File: config.mk
export PLATFORM = sky130hd
export DESIGN_NAME = cache_6502_assoc_flat
export DESIGN_NICKNAME = d
export VERILOG_FILES = /design/src/rtl/cache_6502_assoc_if.sv /design/src/rtl/cache_6502_assoc.sv /design/src/flat_wrapper.sv
export SDC_FILE = /design/constraint.sdc
export NUM_CORES = 1
export LEC_CHECK = 0
export ABC_AREA = 0
export CAP_MARGIN = 20
export CELL_PAD_IN_SITES_DETAIL_PLACEMENT = 1
export CELL_PAD_IN_SITES_GLOBAL_PLACEMENT = 1
export CORE_MARGIN = 5
export CORE_UTILIZATION = 40
export DETAILED_ROUTE_END_ITERATION = 10
export PLACE_DENSITY = 0.73
export SYNTH_ARGS = -nofsm -noshare
export SYNTH_HDL_FRONTEND = slang
export SYNTH_SLANG_ARGS = --single-unit
File: constraint.sdc
create_clock -name clk -period 3.8 [get_ports clk]
set_input_delay 0.76 -clock clk [delete_from_list [all_inputs] [get_ports clk]]
set_output_delay 0.76 -clock clk [all_outputs]
set_load 0.005 [all_outputs]
File: src/rtl/cache_6502_assoc_if.sv
// CPU-side and memory-side bus of the 6502 fully-associative cache.
// The cache itself uses the slave modport; the bus owner (CPU + memory model) uses master.
interface cache_6502_assoc_if;
   logic [15:0] cpu_addr;
   logic        cpu_en;
   logic        cpu_wr;
   logic        cpu_iread;
   logic [7:0]  cpu_wdata;
   logic        cpu_rdy;
   logic [7:0]  cpu_rdata;
   logic [15:0] mem_addr;
   logic        mem_en;
   logic        mem_wr;
   logic        mem_rburst;
   logic [7:0]  mem_wdata;
   logic [7:0]  mem_rdata0;
   logic        mem_rdata_load;

   modport slave (
      input  cpu_addr, cpu_en, cpu_wr, cpu_iread, cpu_wdata, mem_rdata0, mem_rdata_load,
      output cpu_rdy, cpu_rdata, mem_addr, mem_en, mem_wr, mem_rburst, mem_wdata
   );

   modport master (
      output cpu_addr, cpu_en, cpu_wr, cpu_iread, cpu_wdata, mem_rdata0, mem_rdata_load,
      input  cpu_rdy, cpu_rdata, mem_addr, mem_en, mem_wr, mem_rburst, mem_wdata
   );
endinterface

File: src/rtl/cache_6502_assoc.sv
// Fully-associative, write-through instruction cache for a 6502-style bus.
// Instruction-fetch misses burst-fill a round-robin victim line; everything else bypasses.
module cache_6502_assoc #(
   parameter int unsigned NUM_LINES  = 4,
   parameter int unsigned LINE_BYTES = 8
) (
   input  logic              clk,
   input  logic              rst,
   input  logic              icache_en,
   cache_6502_assoc_if.slave bus,
   output logic [15:0]       hit_count
);
   localparam int unsigned OFF_W = $clog2(LINE_BYTES);
   localparam int unsigned TAG_W = 16 - OFF_W;
   localparam int unsigned IDX_W = $clog2(NUM_LINES);

   typedef enum logic [1:0] {StReady, StMemWait, StIfill} state_e;

   state_e                 state_q;
   logic [NUM_LINES-1:0]   valid_q;
   logic [TAG_W-1:0]       tag_q  [NUM_LINES];
   logic [7:0]             data_q [NUM_LINES][LINE_BYTES];
   logic [IDX_W-1:0]       victim_q;
   logic [IDX_W-1:0]       fill_line_q;
   logic [OFF_W-1:0]       fill_off_q;
   logic [OFF_W-1:0]       req_off_q;
   logic                   fill_keep_q;
   logic [7:0]             rdata_q;
   logic [15:0]            hit_count_q;
   logic [15:0]            mem_addr_q;
   logic                   mem_en_q;
   logic                   mem_wr_q;
   logic                   mem_rburst_q;
   logic [7:0]             mem_wdata_q;

   logic [TAG_W-1:0]       req_tag;
   logic [OFF_W-1:0]       req_off;
   logic                   hit;
   logic [IDX_W-1:0]       hit_idx;
   logic                   accept;
   logic                   rd_hit;
   logic                   wr_hit;
   logic                   fill_start;
   logic                   beat;
   logic                   last_beat;

   assign req_tag = bus.cpu_addr[15:OFF_W];
   assign req_off = bus.cpu_addr[OFF_W-1:0];

   // Descending scan so the lowest matching index is the one left standing.
   always_comb begin
      hit     = 1'b0;
      hit_idx = '0;
      for (int i = int'(NUM_LINES) - 1; i >= 0; i--) begin
         if (valid_q[i] && (tag_q[i] == req_tag)) begin
            hit     = 1'b1;
            hit_idx = IDX_W'(i);
         end
      end
      hit = hit & icache_en;
   end

   assign accept     = (state_q == StReady) && bus.cpu_en;
   assign rd_hit     = accept && !bus.cpu_wr && hit;
   assign wr_hit     = accept && bus.cpu_wr && hit;
   assign fill_start = accept && !bus.cpu_wr && !hit && icache_en && bus.cpu_iread;
   assign beat       = (state_q == StIfill) && bus.mem_rdata_load;
   assign last_beat  = beat && (fill_off_q == OFF_W'(LINE_BYTES - 1));

   // Line storage needs no reset: valid_q alone decides whether it is visible.
   always_ff @(posedge clk) begin
      if (fill_start) begin
         tag_q[victim_q] <= req_tag;
      end
      if (wr_hit) begin
         data_q[hit_idx][req_off] <= bus.cpu_wdata;
      end
      if (beat) begin
         data_q[fill_line_q][fill_off_q] <= bus.mem_rdata0;
      end
   end

   always_ff @(posedge clk) begin
      if (rst) begin
         state_q      <= StReady;
         valid_q      <= '0;
         victim_q     <= '0;
         fill_line_q  <= '0;
         fill_off_q   <= '0;
         req_off_q    <= '0;
         fill_keep_q  <= 1'b0;
         rdata_q      <= 8'h00;
         hit_count_q  <= 16'h0000;
         mem_addr_q   <= 16'h0000;
         mem_en_q     <= 1'b0;
         mem_wr_q     <= 1'b0;
         mem_rburst_q <= 1'b0;
         mem_wdata_q  <= 8'h00;
      end else begin
         unique case (state_q)
            StReady: begin
               if (bus.cpu_en) begin
                  req_off_q <= req_off;
                  if (rd_hit) begin
                     rdata_q <= data_q[hit_idx][req_off];
                     if (hit_count_q != 16'hFFFF) begin
                        hit_count_q <= hit_count_q + 16'd1;
                     end
                  end else if (fill_start) begin
                     mem_en_q          <= 1'b1;
                     mem_rburst_q      <= 1'b1;
                     mem_wr_q          <= 1'b0;
                     mem_addr_q        <= {req_tag, {OFF_W{1'b0}}};
                     valid_q[victim_q] <= 1'b0;
                     fill_line_q       <= victim_q;
                     fill_off_q        <= '0;
                     fill_keep_q       <= 1'b1;
                     state_q           <= StIfill;
                  end else begin
                     mem_en_q     <= 1'b1;
                     mem_rburst_q <= 1'b0;
                     mem_wr_q     <= bus.cpu_wr;
                     mem_wdata_q  <= bus.cpu_wdata;
                     mem_addr_q   <= bus.cpu_addr;
                     state_q      <= StMemWait;
                  end
               end
            end
            StMemWait: begin
               if (bus.mem_rdata_load) begin
                  if (!mem_wr_q) begin
                     rdata_q <= bus.mem_rdata0;
                  end
                  mem_en_q <= 1'b0;
                  mem_wr_q <= 1'b0;
                  state_q  <= StReady;
               end
            end
            StIfill: begin
               // A disable seen at any point of the burst leaves the line invalid.
               if (!icache_en) begin
                  fill_keep_q <= 1'b0;
               end
               if (beat) begin
                  fill_off_q <= fill_off_q + OFF_W'(1);
                  if (fill_off_q == req_off_q) begin
                     rdata_q <= bus.mem_rdata0;
                  end
                  if (last_beat) begin
                     if (fill_keep_q && icache_en) begin
                        valid_q[fill_line_q] <= 1'b1;
                     end
                     victim_q     <= victim_q + IDX_W'(1);
                     fill_off_q   <= '0;
                     mem_en_q     <= 1'b0;
                     mem_rburst_q <= 1'b0;
                     state_q      <= StReady;
                  end
               end
            end
            default: state_q <= StReady;
         endcase
         if (!icache_en) begin
            valid_q  <= '0;
            victim_q <= '0;
         end
      end
   end

   assign bus.cpu_rdy    = (state_q == StReady);
   assign bus.cpu_rdata  = rdata_q;
   assign bus.mem_addr   = mem_addr_q;
   assign bus.mem_en     = mem_en_q;
   assign bus.mem_wr     = mem_wr_q;
   assign bus.mem_rburst = mem_rburst_q;
   assign bus.mem_wdata  = mem_wdata_q;
   assign hit_count      = hit_count_q;
endmodule

File: src/flat_wrapper.sv
// flat-port wrapper written by rule: the top's interface ports become plain ports
module cache_6502_assoc_flat 
#(
   parameter int unsigned NUM_LINES  = 4,
   parameter int unsigned LINE_BYTES = 8
)
  (clk, rst, icache_en, hit_count, bus_cpu_addr, bus_cpu_en, bus_cpu_wr, bus_cpu_iread, bus_cpu_wdata, bus_mem_rdata0, bus_mem_rdata_load, bus_cpu_rdy, bus_cpu_rdata, bus_mem_addr, bus_mem_en, bus_mem_wr, bus_mem_rburst, bus_mem_wdata);
  cache_6502_assoc_if bus_i ();
  input  logic clk;
  input  logic rst;
  input  logic icache_en;
  output logic [15:0] hit_count;
  input wire logic [$bits(bus_i.cpu_addr)-1:0] bus_cpu_addr;
  input wire logic [$bits(bus_i.cpu_en)-1:0] bus_cpu_en;
  input wire logic [$bits(bus_i.cpu_wr)-1:0] bus_cpu_wr;
  input wire logic [$bits(bus_i.cpu_iread)-1:0] bus_cpu_iread;
  input wire logic [$bits(bus_i.cpu_wdata)-1:0] bus_cpu_wdata;
  input wire logic [$bits(bus_i.mem_rdata0)-1:0] bus_mem_rdata0;
  input wire logic [$bits(bus_i.mem_rdata_load)-1:0] bus_mem_rdata_load;
  output wire logic [$bits(bus_i.cpu_rdy)-1:0] bus_cpu_rdy;
  output wire logic [$bits(bus_i.cpu_rdata)-1:0] bus_cpu_rdata;
  output wire logic [$bits(bus_i.mem_addr)-1:0] bus_mem_addr;
  output wire logic [$bits(bus_i.mem_en)-1:0] bus_mem_en;
  output wire logic [$bits(bus_i.mem_wr)-1:0] bus_mem_wr;
  output wire logic [$bits(bus_i.mem_rburst)-1:0] bus_mem_rburst;
  output wire logic [$bits(bus_i.mem_wdata)-1:0] bus_mem_wdata;
  assign bus_i.cpu_addr = bus_cpu_addr;
  assign bus_i.cpu_en = bus_cpu_en;
  assign bus_i.cpu_wr = bus_cpu_wr;
  assign bus_i.cpu_iread = bus_cpu_iread;
  assign bus_i.cpu_wdata = bus_cpu_wdata;
  assign bus_i.mem_rdata0 = bus_mem_rdata0;
  assign bus_i.mem_rdata_load = bus_mem_rdata_load;
  assign bus_cpu_rdy = bus_i.cpu_rdy;
  assign bus_cpu_rdata = bus_i.cpu_rdata;
  assign bus_mem_addr = bus_i.mem_addr;
  assign bus_mem_en = bus_i.mem_en;
  assign bus_mem_wr = bus_i.mem_wr;
  assign bus_mem_rburst = bus_i.mem_rburst;
  assign bus_mem_wdata = bus_i.mem_wdata;
  cache_6502_assoc #(.NUM_LINES(NUM_LINES), .LINE_BYTES(LINE_BYTES)) u_core (.clk(clk), .rst(rst), .icache_en(icache_en), .bus(bus_i), .hit_count(hit_count));
endmodule
# Word-level counts from Yosys, hierarchy flattened

Memories as Yosys holds them, arrays and structs flattened.
Cells that the tools add are included.

Flip-flop bits (word level): 68
Memory bits (writable): 308
Bits of input ports: 39
Output and inout bits: 52
Logic and storage cells: 171
Memories: 2

Add/subtract/negate cells: 3
$lt $le $gt $ge: 8
Equal/unequal tests: 20
Muxes and demuxes: 74
Bitwise operators: 9
Reduce and logical (&&, ||, !) cells: 41

Memories:

| name          | words | width | read ports | clocked after memory_dff | wr ports | line                   | RTL |
|---|---|---|---|---|---|---|---|
| u_core.data_q | 4     | 64    | 1          | 0                        | 1        | cache_6502_assoc.sv:22 | `logic [7:0] data_q [NUM_LINES][LINE_BYTES];` |
| u_core.tag_q  | 4     | 13    | 4          | 0                        | 1        | cache_6502_assoc.sv:21 | `logic [TAG_W-1:0] tag_q [NUM_LINES];` |

Operator list:

| cell                    | number |
|---|---|
| $mux W64                | 4 |
| $mux W8                 | 10 |
| $reduce_or A64 Y1       | 1 |
| $eq A13 B13 Y1          | 4 |
| $demux W8 S3            | 2 |
| $bmux W8 S3             | 1 |
| $mux W1                 | 24 |
| $mux W4                 | 6 |
| $pmux W8 S3             | 1 |
| $mux W2                 | 11 |
| $reduce_and A5 Y1       | 4 |
| $logic_and A1 B1 Y1     | 19 |
| $mux W3                 | 6 |
| $add A16 B1 Y16 const B | 1 |
| $ne A16 B16 Y1 const B  | 1 |
| $reduce_and A4 Y1       | 4 |
| $ne A2 B2 Y1 const B    | 7 |
| $reduce_and A7 Y1       | 2 |
| $ge A4 B4 Y1 const B    | 2 |
| $lt A4 B1 Y1 const B    | 2 |
| $ne A2 B1 Y1 const B    | 4 |
| $not A3 Y4              | 2 |
| $pmux W4 S2             | 1 |
| $lt A2 B3 Y1 const B    | 2 |
| other kinds (25)        | 34 |

# Depth between registers and ports, before layout

Gate-level depths: netlist (run 1).

Depth in word-level cells: 15
Mapped depth: 13
Gate-level depth less buffers: 9

# Worst setup path before layout (run 1)

OpenSTA, ideal clock, no wires.

Path kind: input port to flip-flop
Start: in bus_cpu_addr[4]
End: mem u_core.data_q[0][0] (netlist bit), enable pin
Setup time: 0.301 ns
Arrival: 3.311 ns
Required time: 3.499 ns
Path slack: 0.188 ns
Cell stages on the path: 11
Path buffers: 4
Cell sequence: clkbuf_1 > xnor2_1 > nand4_1 > or4_1 > buf_2 > a31oi_2 > buf_2 > buf_2 > nor2_1 > a31oi_1 > nor2_1

Word-level cells in the longest chain between the ends: 11
Elaborated cells on any way between the ends: 22
Those cells by class: eq/ne (4); mux (12); bitwise (1); reduce/logical (5)

RTL lines:

| what                           | line                   | RTL |
|---|---|---|
| from (decl)                    | flat_wrapper.sv:13     | `input wire logic [$bits(bus_i.cpu_addr)-1:0] bus_cpu_addr;` |
| $eq A13 B13 Y1                 | cache_6502_assoc.sv:55 | `if (valid_q[i] && (tag_q[i] == req_tag)) begin` |
| $logic_and A1 B1 Y1            | cache_6502_assoc.sv:55 |  |
| $mux W1 (4 in series)          | cache_6502_assoc.sv:55 |  |
| $and A1 B1 Y1                  | cache_6502_assoc.sv:60 | `hit = hit & icache_en;` |
| $logic_and A1 B1 Y1            | cache_6502_assoc.sv:65 | `assign wr_hit = accept && bus.cpu_wr && hit;` |
| $mux W1                        | cache_6502_assoc.sv:75 | `if (wr_hit) begin` |
| $mux W64 (not written as such) | cache_6502_assoc.sv:76 | `data_q[hit_idx][req_off] <= bus.cpu_wdata;` |
| $mux W64 (no line)             | --                     |  |
| to (decl)                      | cache_6502_assoc.sv:22 |  |

Several ways; a longest one is shown, not always the timed one.

# Worst setup path in the final report (run 1)

Start: in bus_cpu_addr[11]
End: reg u_core.rdata_q[0], in the netlist u_core.bus.cpu_rdata[0]

Word-level cells in the longest chain between the ends: 13
Elaborated cells on any way between the ends: 27
Those cells by class: eq/ne (5); mux (14); bitwise (1); reduce/logical (6); memory (1)

RTL lines:

| what                                        | line                    | RTL |
|---|---|---|
| $eq A13 B13 Y1                              | cache_6502_assoc.sv:55  |  |
| $logic_and A1 B1 Y1                         | cache_6502_assoc.sv:55  |  |
| $mux W2 (4 in series)                       | cache_6502_assoc.sv:55  |  |
| $mem_v2 Z4 W64                              | --                      |  |
| $bmux W8 S3                                 | cache_6502_assoc.sv:105 | `rdata_q <= data_q[hit_idx][req_off];` |
| $mux W8 (not written as such) (2 in series) | cache_6502_assoc.sv:105 |  |
| $mux W8                                     | cache_6502_assoc.sv:104 | `if (rd_hit) begin` |
| $mux W8                                     | cache_6502_assoc.sv:102 | `if (bus.cpu_en) begin` |
| $pmux W8 S3                                 | cache_6502_assoc.sv:100 | `unique case (state_q)` |
| to (signal assigned)                        | cache_6502_assoc.sv:105 |  |
| to (signal assigned)                        | cache_6502_assoc.sv:132 | `rdata_q <= bus.mem_rdata0;` |
| to (signal assigned)                        | cache_6502_assoc.sv:147 | `rdata_q <= bus.mem_rdata0;` |
| to (decl)                                   | cache_6502_assoc.sv:28  | `logic [7:0] rdata_q;` |

Several ways; a longest one is shown, not always the timed one. The select of a mux whose other input is x is not followed.
A chain may end at the register's enable or synchronous reset.

==> impl_table.tex, run 1 <==
\begin{tabular}{lr}
\hline
Metric & Value \\
\hline
\multicolumn{2}{l}{\textbf{Setup path}} \\
Critical path class & input pin to flip-flop \\
R2R Setup Slk & 0.28 ns \\
Cell count of the worst reg-to-reg path & 12 \\
Critical-path maximum fanout & 11 \\
Critical path launch point type & input pin \\
Worst reg2reg startpoint & u\_core.tag\_q[1][1]\$\_DFFE\_PP\_ \\
Required time worst endpoint & 4.20 ns \\
Kind of end point of the critical path & flip-flop \\
Capture point of the worst reg-to-reg path & u\_core.bus.cpu\_rdata[0]\$\_SDFFE\_PP0P\_ \\
Signal arrival time at the worst endpoint & 4.17 ns \\
\multicolumn{2}{l}{\textbf{Power and ir drop}} \\
VDD IR max & 0.000405 V \\
PD cells & 450 nW/um\^{}2 \\
Net load switching power & 2.02 mW \\
Leak Pwr & 6.80 nW \\
Clock share of power & 42.1\% \\
Internal Pwr Total & 6.98 mW \\
Proportion of power drawn by flip-flops and latches & 50.3\% \\
Final Total Pwr & 9.01 mW \\
Switching Fraction & 22.5\% \\
Relative contribution of combinational cells to total power & 7.6\% \\
\multicolumn{2}{l}{\textbf{Final layout}} \\
Most used cells in the layout excluding fill and tap cells & edfxtp\_1 (308), buf\_4 (179), nor2\_1 (132) \\
Final Core Density & 51.9\% \\
Fraction of final layout cells with drive strength greater than 1 & 22.3\% \\
Filler instances & 4002 \\
Most frequent standard cell in the layout excluding fill and tap cells & edfxtp\_1 \\
Final-stage net count & 1507 \\
Final design instance area without fill & 20000 sq um \\
Post-synthesis to final-layout area growth & 28.7\% \\
Finished Layout Cells & 2007 \\
\multicolumn{2}{l}{\textbf{Place}} \\
Number of input and output port buffers inserted & 90 \\
Setup Slack @ Placement & -0.968 ns \\
Weighted congestion reported at the end of routability-driven placement & 0.875 \\
Placed insts & 1929 \\
HPWL after detailed placement & 33900 um \\
Instance area at placement & 18400 sq um \\
\multicolumn{2}{l}{\textbf{Min path}} \\
Worst min path class & flip-flop to flip-flop \\
Worst hold start & u\_core.bus.mem\_addr[1]\$\_SDFFE\_PP0P\_ \\
Terminating pin of the worst hold path & u\_core.bus.mem\_addr[1]\$\_SDFFE\_PP0P\_ \\
Worst hold path stage count & 2 \\
\multicolumn{2}{l}{\textbf{STA}} \\
Relative slew slack & 47.0\% \\
Final sum of negative setup slack & 0 ns \\
Setup skew after layout & 0.0240 ns \\
Number of failing hold endpoints at the final stage & 0 \\
Final critical-path required period & 3.77 ns \\
Number of endpoints failing setup at the final stage & 0 \\
Worst-Margin Slew & 0.795 ns \\
Max Clock Freq & 266 MHz \\
Slew Viols, Final & 0 \\
Fraction of the cycle the final worst path needs & 99.1\% \\
Final setup slack of the worst path & 0.0343 ns \\
Worst-case hold slack & 0.459 ns \\
\multicolumn{2}{l}{\textbf{Die}} \\
Die area & 42900 sq um \\
Die X-Extent & 207 um \\
Die height & 207 um \\
Core area & 38600 sq um \\
Top-level I/O count & 91 \\
Effective utilization at floorplan & 40.3\% \\
Number of standard-cell rows in the floorplan & 72 \\
\multicolumn{2}{l}{\textbf{Clock tree}} \\
Library cell used as clock root buffer & clkbuf\_16 \\
Clock input transition at the sequential cells of the worst setup and hold paths & 0.06 ns \\
Clock tree from TritonCTS & yes \\
Hold-fix buffers, CTS & 0 \\
Clk buf depth & 3 \\
Num Clock Sinks & 376 \\
Num CTS Buffers & 40 \\
Number of H-tree levels & 2 \\
Source-to-sink clock delay at the later pin of the worst-skew pair & 0.54 ns \\
\multicolumn{2}{l}{\textbf{Drt}} \\
DRC violation total after the first TritonRoute iteration & 919 \\
Number of vias in the routed layout & 11348 \\
Remaining routing DRC violations & 0 \\
Total wire length after detailed routing & 49600 um \\
Post-detailed-route wirelength per cell & 24.7 um \\
Pre-antenna DRT Iters & 4 \\
Vias per std cell & 5.65 \\
Post-detailed-route count of antenna-violating nets & 0 \\
\multicolumn{2}{l}{\textbf{Logic synthesis}} \\
Dominant synthesized flop cell & edfxtp\_1 \\
Portion of synthesized cell area occupied by the leading cell type & 59.5\% \\
Syn Nets & 1248 \\
Mapped Cells & 1198 \\
Netlist cell types & 60 \\
Sequential fraction of the synthesis area & 68.2\% \\
Top cell type by total area after synthesis & edfxtp\_1 \\
Count of synthesis-stage warnings from yosys & 0 \\
Fraction of registers with async set/reset & 0\% \\
Syn Std Cell Area & 15600 sq um \\
Syn avg cell area & 13.0 sq um \\
Yosys reg bits & 376 \\
Number of flops mapped to enable cells by yosys & 308 \\
Synth area leaders & edfxtp\_1 (59\%), dfxtp\_1 (8.8\%), xnor2\_1 (3.4\%) \\
\multicolumn{2}{l}{\textbf{Run status}} \\
Status & completed \\
\multicolumn{2}{l}{\textbf{Global routing}} \\
Number of global-route vias before repair & 12125 \\
Total global routing overflow & 0 \\
Initial antenna violation count & 1 \\
Largest net degree at the start of global routing & 50 \\
Total global-route track usage & 22.1\% \\
Wire length of the first global-routing pass & 74200 um \\
\multicolumn{2}{l}{\textbf{Run}} \\
Max-capacitance violation count & 0 \\
\hline
\end{tabular}
## metal layers
metal	GRT usage (%)	vias to the layer above	share of wire, %
li1	-	5027	-
met1	28.6	5854	42
met2	37.9	387	50
met3	3.39	80	5.2
met4	7.57	0	3.4
met5	0.334	-	0
## flip-flops by register name, indices dropped and copies added (netlist names)
signal and count:
u_core.bus.mem_rburst 1, u_core.req_off_q 3, u_core.tag_q 52, u_core.bus.mem_en 1, u_core.fill_off_q 3, u_core.fill_keep_q 1, u_core.valid_q 4, u_core.bus.cpu_rdata 8
u_core.victim_q 2, u_core.fill_line_q 2, u_core.state_q 2, u_core.bus.mem_addr 16, u_core.hit_count 16, u_core.data_q 256, u_core.bus.mem_wdata 8, u_core.bus.mem_wr 1
## cells in the mapped netlist, drive strengths merged (10+ instances only)
library cell,number
edfxtp,308
nor2,139
nand2,92
dfxtp,68
a21oi,63
xnor2,61
o221ai,46
clkbuf,41
inv,32
buf,31
nand3,30
o22ai,28
nor3,27
o21ai,27
mux2,24
nand4,23
nor4,16
o31a,14
ha,11
and2,10
## timing repair
item	CTS	global route
resized for setup	40	33
pin swaps	3	10
cloned	0	1
setup buffers	1	3
setup endpoints to repair	56	170
## cells by family after synthesis
group                      after synthesis  synth area share, %
DFF                                    376                 68.2
adders and majority gates               11                0.885
muxes                                   32                 2.25
and+or+nand+nor                        376                 11.4
buffers and inverters                  104                 2.99
xor gates and xnor gates                69                 3.89
AOI/OAI and AO/OA                      230                 10.4
## how the worst max path moves through the flow
stage | from | to | slack [ns] | depth (start not counted)
4_1_cts | bus_cpu_addr[8] | u_core.bus.cpu_rdata[0]$_SDFFE_PP0P_ | -0.08 | 14
6_report | bus_cpu_addr[11] | u_core.bus.cpu_rdata[0]$_SDFFE_PP0P_ | 0.03 | 14
3_5_place_dp | bus_cpu_addr[6] | u_core.bus.cpu_rdata[0]$_SDFFE_PP0P_ | -0.97 | 13
5_1_grt | bus_cpu_addr[11] | u_core.bus.cpu_rdata[1]$_SDFFE_PP0P_ | -0.02 | 15
3_3_place_gp | bus_cpu_addr[15] | u_core.bus.cpu_rdata[3]$_SDFFE_PP0P_ | -0.80 | 13
2_1_floorplan | bus_cpu_addr[4] | u_core.data_q[0][0]$_DFFE_PP_ | 0.19 | 11
## final cells by class
cell class	instances	area (sq um)	share of cell area, %
inverters	32	120	0.600
flip-flops and latches	376	10600	53.0
clock buffers	51	1060	5.31
clock inverters	22	191	0.956
multi-input cells	718	4780	23.9
well taps	518	648	3.24
diodes	1	2.50	0.0125
repair buffers	289	2600	13.0
## power groups by stage
stage | clock, mW | combinational, mW | sequential (mW)
after global placement | 0 | 0.628 | 4.61
after global routing | 4.04 | 0.722 | 4.53
after detailed placement | 0 | 0.650 | 4.62
after floorplan | 0 | 0.291 | 4.61
after CTS | 3.84 | 0.665 | 4.53
final | 3.80 | 0.680 | 4.53
## critical path, stage by stage
cell and delay [ns]:
clkdlybuf4s50_1 0.47, buf_6 0.17, xnor2_2 0.15, nand4_1 0.15, or4_4 0.56, buf_4 0.18
nand2_4 0.10, buf_12 0.16, buf_4 0.16, o221ai_2 0.13, o32ai_2 0.39, nor4_2 0.09
and4_1 0.26, o41ai_2 0.41
(Power assumes the default switching activity.)
==> run 2, diff against run 1 <==
--- a/config.mk
+++ b/config.mk
@@ -11,6 +11,7 @@
 export CELL_PAD_IN_SITES_GLOBAL_PLACEMENT = 1
 export CORE_MARGIN = 5
 export CORE_UTILIZATION = 40
+export CTS_BUF_LIST = sky130_fd_sc_hd__clkbuf_2
 export DETAILED_ROUTE_END_ITERATION = 10
 export PLACE_DENSITY = 0.73
 export SYNTH_ARGS = -nofsm -noshare
==> run 2 against run 1 <==
  * Sequential share of layout area up 1.9 points
  * Critical path depth down 1
  * Fmax about the same
  * Worst hold slack worse by 0.18 ns
  * Sequential power about the same
  * Largest power group unchanged
  * Critical endpoint unchanged
  * Setup slack worse by 0.0024 ns
==> impl_table.tex, run 2 (synthesis results as in run 1) <==
\begin{tabular}{lr}
\hline
Metric & Value \\
\hline
\multicolumn{2}{l}{\textbf{Drt}} \\
Post-detailed-route wirelength per cell & 22.7 um (was 24.7 um) \\
Number of vias in the routed layout & 11579 (was 11348) \\
DRC violation total after the first TritonRoute iteration & 936 (was 919) \\
Total wire length after detailed routing & 47800 um (was 49600 um) \\
Post-detailed-route count of antenna-violating nets & 0 (unchanged) \\
Remaining routing DRC violations & 0 (unchanged) \\
Vias per std cell & 5.49 (was 5.65) \\
Pre-antenna DRT Iters & 6 (was 4) \\
\multicolumn{2}{l}{\textbf{Global routing}} \\
Largest net degree at the start of global routing & 50 (unchanged) \\
Total global-route track usage & 21.8\% (was 22.1\%) \\
Total global routing overflow & 0 (unchanged) \\
Initial antenna violation count & 1 (unchanged) \\
Number of global-route vias before repair & 12392 (was 12125) \\
Wire length of the first global-routing pass & 72900 um (was 74200 um) \\
\multicolumn{2}{l}{\textbf{STA}} \\
Worst-Margin Slew & 1.10 ns (was 0.795 ns) \\
Setup repair after global routing missed its margin & no \\
Worst-case hold slack & 0.279 ns (was 0.459 ns) \\
Fraction of the cycle the final worst path needs & 99.2\% (was 99.1\%) \\
Number of failing hold endpoints at the final stage & 0 (unchanged) \\
Setup skew after layout & 0.131 ns (was 0.0240 ns) \\
Slew Viols, Final & 0 (unchanged) \\
Relative slew slack & 26.3\% (was 47.0\%) \\
Max Clock Freq & 265 MHz (was 266 MHz) \\
Final critical-path required period & 3.77 ns (about the same) \\
Number of endpoints failing setup at the final stage & 0 (unchanged) \\
Final sum of negative setup slack & 0 ns (unchanged) \\
Final setup slack of the worst path & 0.0320 ns (was 0.0343 ns) \\
\multicolumn{2}{l}{\textbf{Die}} \\
Die height & 207 um (unchanged) \\
Die X-Extent & 207 um (unchanged) \\
Number of standard-cell rows in the floorplan & 72 (unchanged) \\
Core area & 38600 sq um (unchanged) \\
Top-level I/O count & 91 (unchanged) \\
Die area & 42900 sq um (unchanged) \\
Effective utilization at floorplan & 40.3\% (unchanged) \\
\multicolumn{2}{l}{\textbf{Setup path}} \\
Cell count of the worst reg-to-reg path & 12 (unchanged) \\
Worst reg2reg startpoint & u\_core.tag\_q[1][1]\$\_DFFE\_PP\_ (unchanged) \\
Signal arrival time at the worst endpoint & 4.65 ns (was 4.17 ns) \\
Capture point of the worst reg-to-reg path & u\_core.bus.cpu\_rdata[0]\$\_SDFFE\_PP0P\_ (unchanged) \\
Critical-path maximum fanout & 10 (was 11) \\
R2R Setup Slk & 0.13 ns (was 0.28 ns) \\
Required time worst endpoint & 4.68 ns (was 4.20 ns) \\
Kind of end point of the critical path & flip-flop (unchanged) \\
Critical path class & input pin to flip-flop (unchanged) \\
Critical path launch point type & input pin (unchanged) \\
\multicolumn{2}{l}{\textbf{Min path}} \\
Worst hold start & rst (was u\_core.bus.mem\_addr[1]\$\_SDFFE\_PP0P\_) \\
Worst hold path stage count & 2 (unchanged) \\
Terminating pin of the worst hold path & u\_core.fill\_off\_q[1]\$\_SDFFE\_PP0P\_ (was u\_core.bus.mem\_addr[1]\$\_SDFFE\_PP0P\_) \\
Worst min path class & input pin to flip-flop (was flip-flop to flip-flop) \\
\multicolumn{2}{l}{\textbf{Place}} \\
Weighted congestion reported at the end of routability-driven placement & 0.875 (unchanged) \\
HPWL after detailed placement & 33900 um (unchanged) \\
Setup Slack @ Placement & -0.968 ns (unchanged) \\
Number of input and output port buffers inserted & 90 (unchanged) \\
Placed insts & 1929 (unchanged) \\
\multicolumn{2}{l}{\textbf{Clock tree}} \\
Library cell used as clock root buffer & clkbuf\_2 (was clkbuf\_16) \\
Num Clock Sinks & 376 (unchanged) \\
Clock input transition at the sequential cells of the worst setup and hold paths & 0.12 ns (was 0.06 ns) \\
Buffers inserted during post-CTS setup optimization & 0 (was 1) \\
Clock tree from TritonCTS & yes (unchanged) \\
Clk buf depth & 3 (unchanged) \\
Num CTS Buffers & 95 (was 40) \\
Hold-fix buffers, CTS & 0 (unchanged) \\
Source-to-sink clock delay at the later pin of the worst-skew pair & 1.01 ns (was 0.54 ns) \\
Number of H-tree levels & 3 (was 2) \\
\multicolumn{2}{l}{\textbf{Final layout}} \\
Filler instances & 4161 (was 4002) \\
Most used cells in the layout excluding fill and tap cells & edfxtp\_1 (308), buf\_4 (181), nor2\_1 (138), clkbuf\_2 (138), nand2\_1 (92) (was edfxtp\_1 (308), buf\_4 (179), nor2\_1 (132)) \\
Area of combinational cells with multiple inputs & 4500 sq um (was 4780 sq um) \\
Fraction of final layout cells with drive strength greater than 1 & 24.0\% (was 22.3\%) \\
Final-stage net count & 1558 (was 1507) \\
Number of flip-flops in the largest register & 256 (unchanged) \\
Largest reg by FF count & u\_core.data\_q (unchanged) \\
Post-synthesis to final-layout area growth & 24.1\% (was 28.7\%) \\
Finished Layout Cells & 2108 (was 2007) \\
Sequential cell area & 10600 sq um (unchanged) \\
Largest registers & u\_core.data\_q (256), u\_core.tag\_q (52) (unchanged) \\
Most frequent standard cell in the layout excluding fill and tap cells & edfxtp\_1 (unchanged) \\
\multicolumn{2}{l}{\textbf{Power and ir drop}} \\
VDD IR max & 0.000221 V (was 0.000405 V) \\
PD cells & 412 nW/um\^{}2 (was 450 nW/um\^{}2) \\
Leak Pwr & 6.66 nW (was 6.80 nW) \\
\multicolumn{2}{l}{\textbf{Run}} \\
Max-capacitance violation count & 0 (unchanged) \\
\multicolumn{2}{l}{\textbf{Run status}} \\
Status & completed (unchanged) \\
\hline
\end{tabular}
==> run 2: final cells by class <==
| type | instances | area share [%] |
|---|---|---|
| clock inverters | 40 | 1.06 |
| diodes | 1 | 0.0130 |
| flip-flops and latches | 376 | 55.0 |
| clock buffers | 138 | 3.58 |
| inverters | 32 | 0.622 |
| multi-input cells | 718 | 23.3 |
| well taps | 518 | 3.36 |
| repair buffers | 285 | 13.1 |
==> run 2: layer usage <==
layer | vias to the layer above | wire, um | track usage [%]
met4 | 0 | 1330 | 7.87
met3 | 74 | 3180 | 4.58
met2 | 444 | 23700 | 36.8
li1 | 5205 | - | -
met5 | - | 0 | 0
met1 | 5856 | 19600 | 27.9
==> run 2: critical path, stage by stage <==
cell and delay, ns:
clkdlybuf4s50_1 0.68, xnor2_1 0.17, buf_4 0.14, nand4_1 0.17, or4_1 0.68, a31oi_4 0.42
buf_4 0.29, buf_4 0.19, nor2_1 0.05, o32ai_1 0.38, nor4_1 0.13, and4_1 0.20
o41ai_1 0.39
==> run 2: power by group <==
group	switching, mW	internal [mW]
Clock	1.71	1.07
Combinational	0.370	0.283
Sequential	0.0298	4.49
Total	2.11	5.84
==> run 2: how the worst max path moves through the flow <==
stage	startpoint	endpoint	slack, ns	depth (start not counted)
2_1_floorplan	bus_cpu_addr[4]	u_core.data_q[0][0]$_DFFE_PP_	0.19	11
3_3_place_gp	bus_cpu_addr[15]	u_core.bus.cpu_rdata[3]$_SDFFE_PP0P_	-0.80	13
3_5_place_dp	bus_cpu_addr[6]	u_core.bus.cpu_rdata[0]$_SDFFE_PP0P_	-0.97	13
4_1_cts	u_core.tag_q[1][1]$_DFFE_PP_	u_core.bus.cpu_rdata[0]$_SDFFE_PP0P_	0.13	12
5_1_grt	u_core.tag_q[3][1]$_DFFE_PP_	u_core.bus.cpu_rdata[5]$_SDFFE_PP0P_	0.01	11
6_report	bus_cpu_addr[6]	u_core.bus.cpu_rdata[0]$_SDFFE_PP0P_	0.03	13
==> run 2: repair_timing <==
| item | 4_1_cts | 5_1_grt |
|---|---|---|
| endpoints found under the setup margin | 0 | 1 |
| gates resized for setup | 0 | 1 |
| hold endpoints to repair | 0 | 0 |
==> run 2: per-stage QoR <==
stage                     power (mW)  cell area, sq um  util (%)
final                           7.95             19300      50.1
after detailed placement        5.27             18400      47.7
after global routing            8.33             19300      50.1
after global placement          5.24             18400      47.7
after floorplan                 4.90             15600         -
after CTS                       8.04             19300      50.1
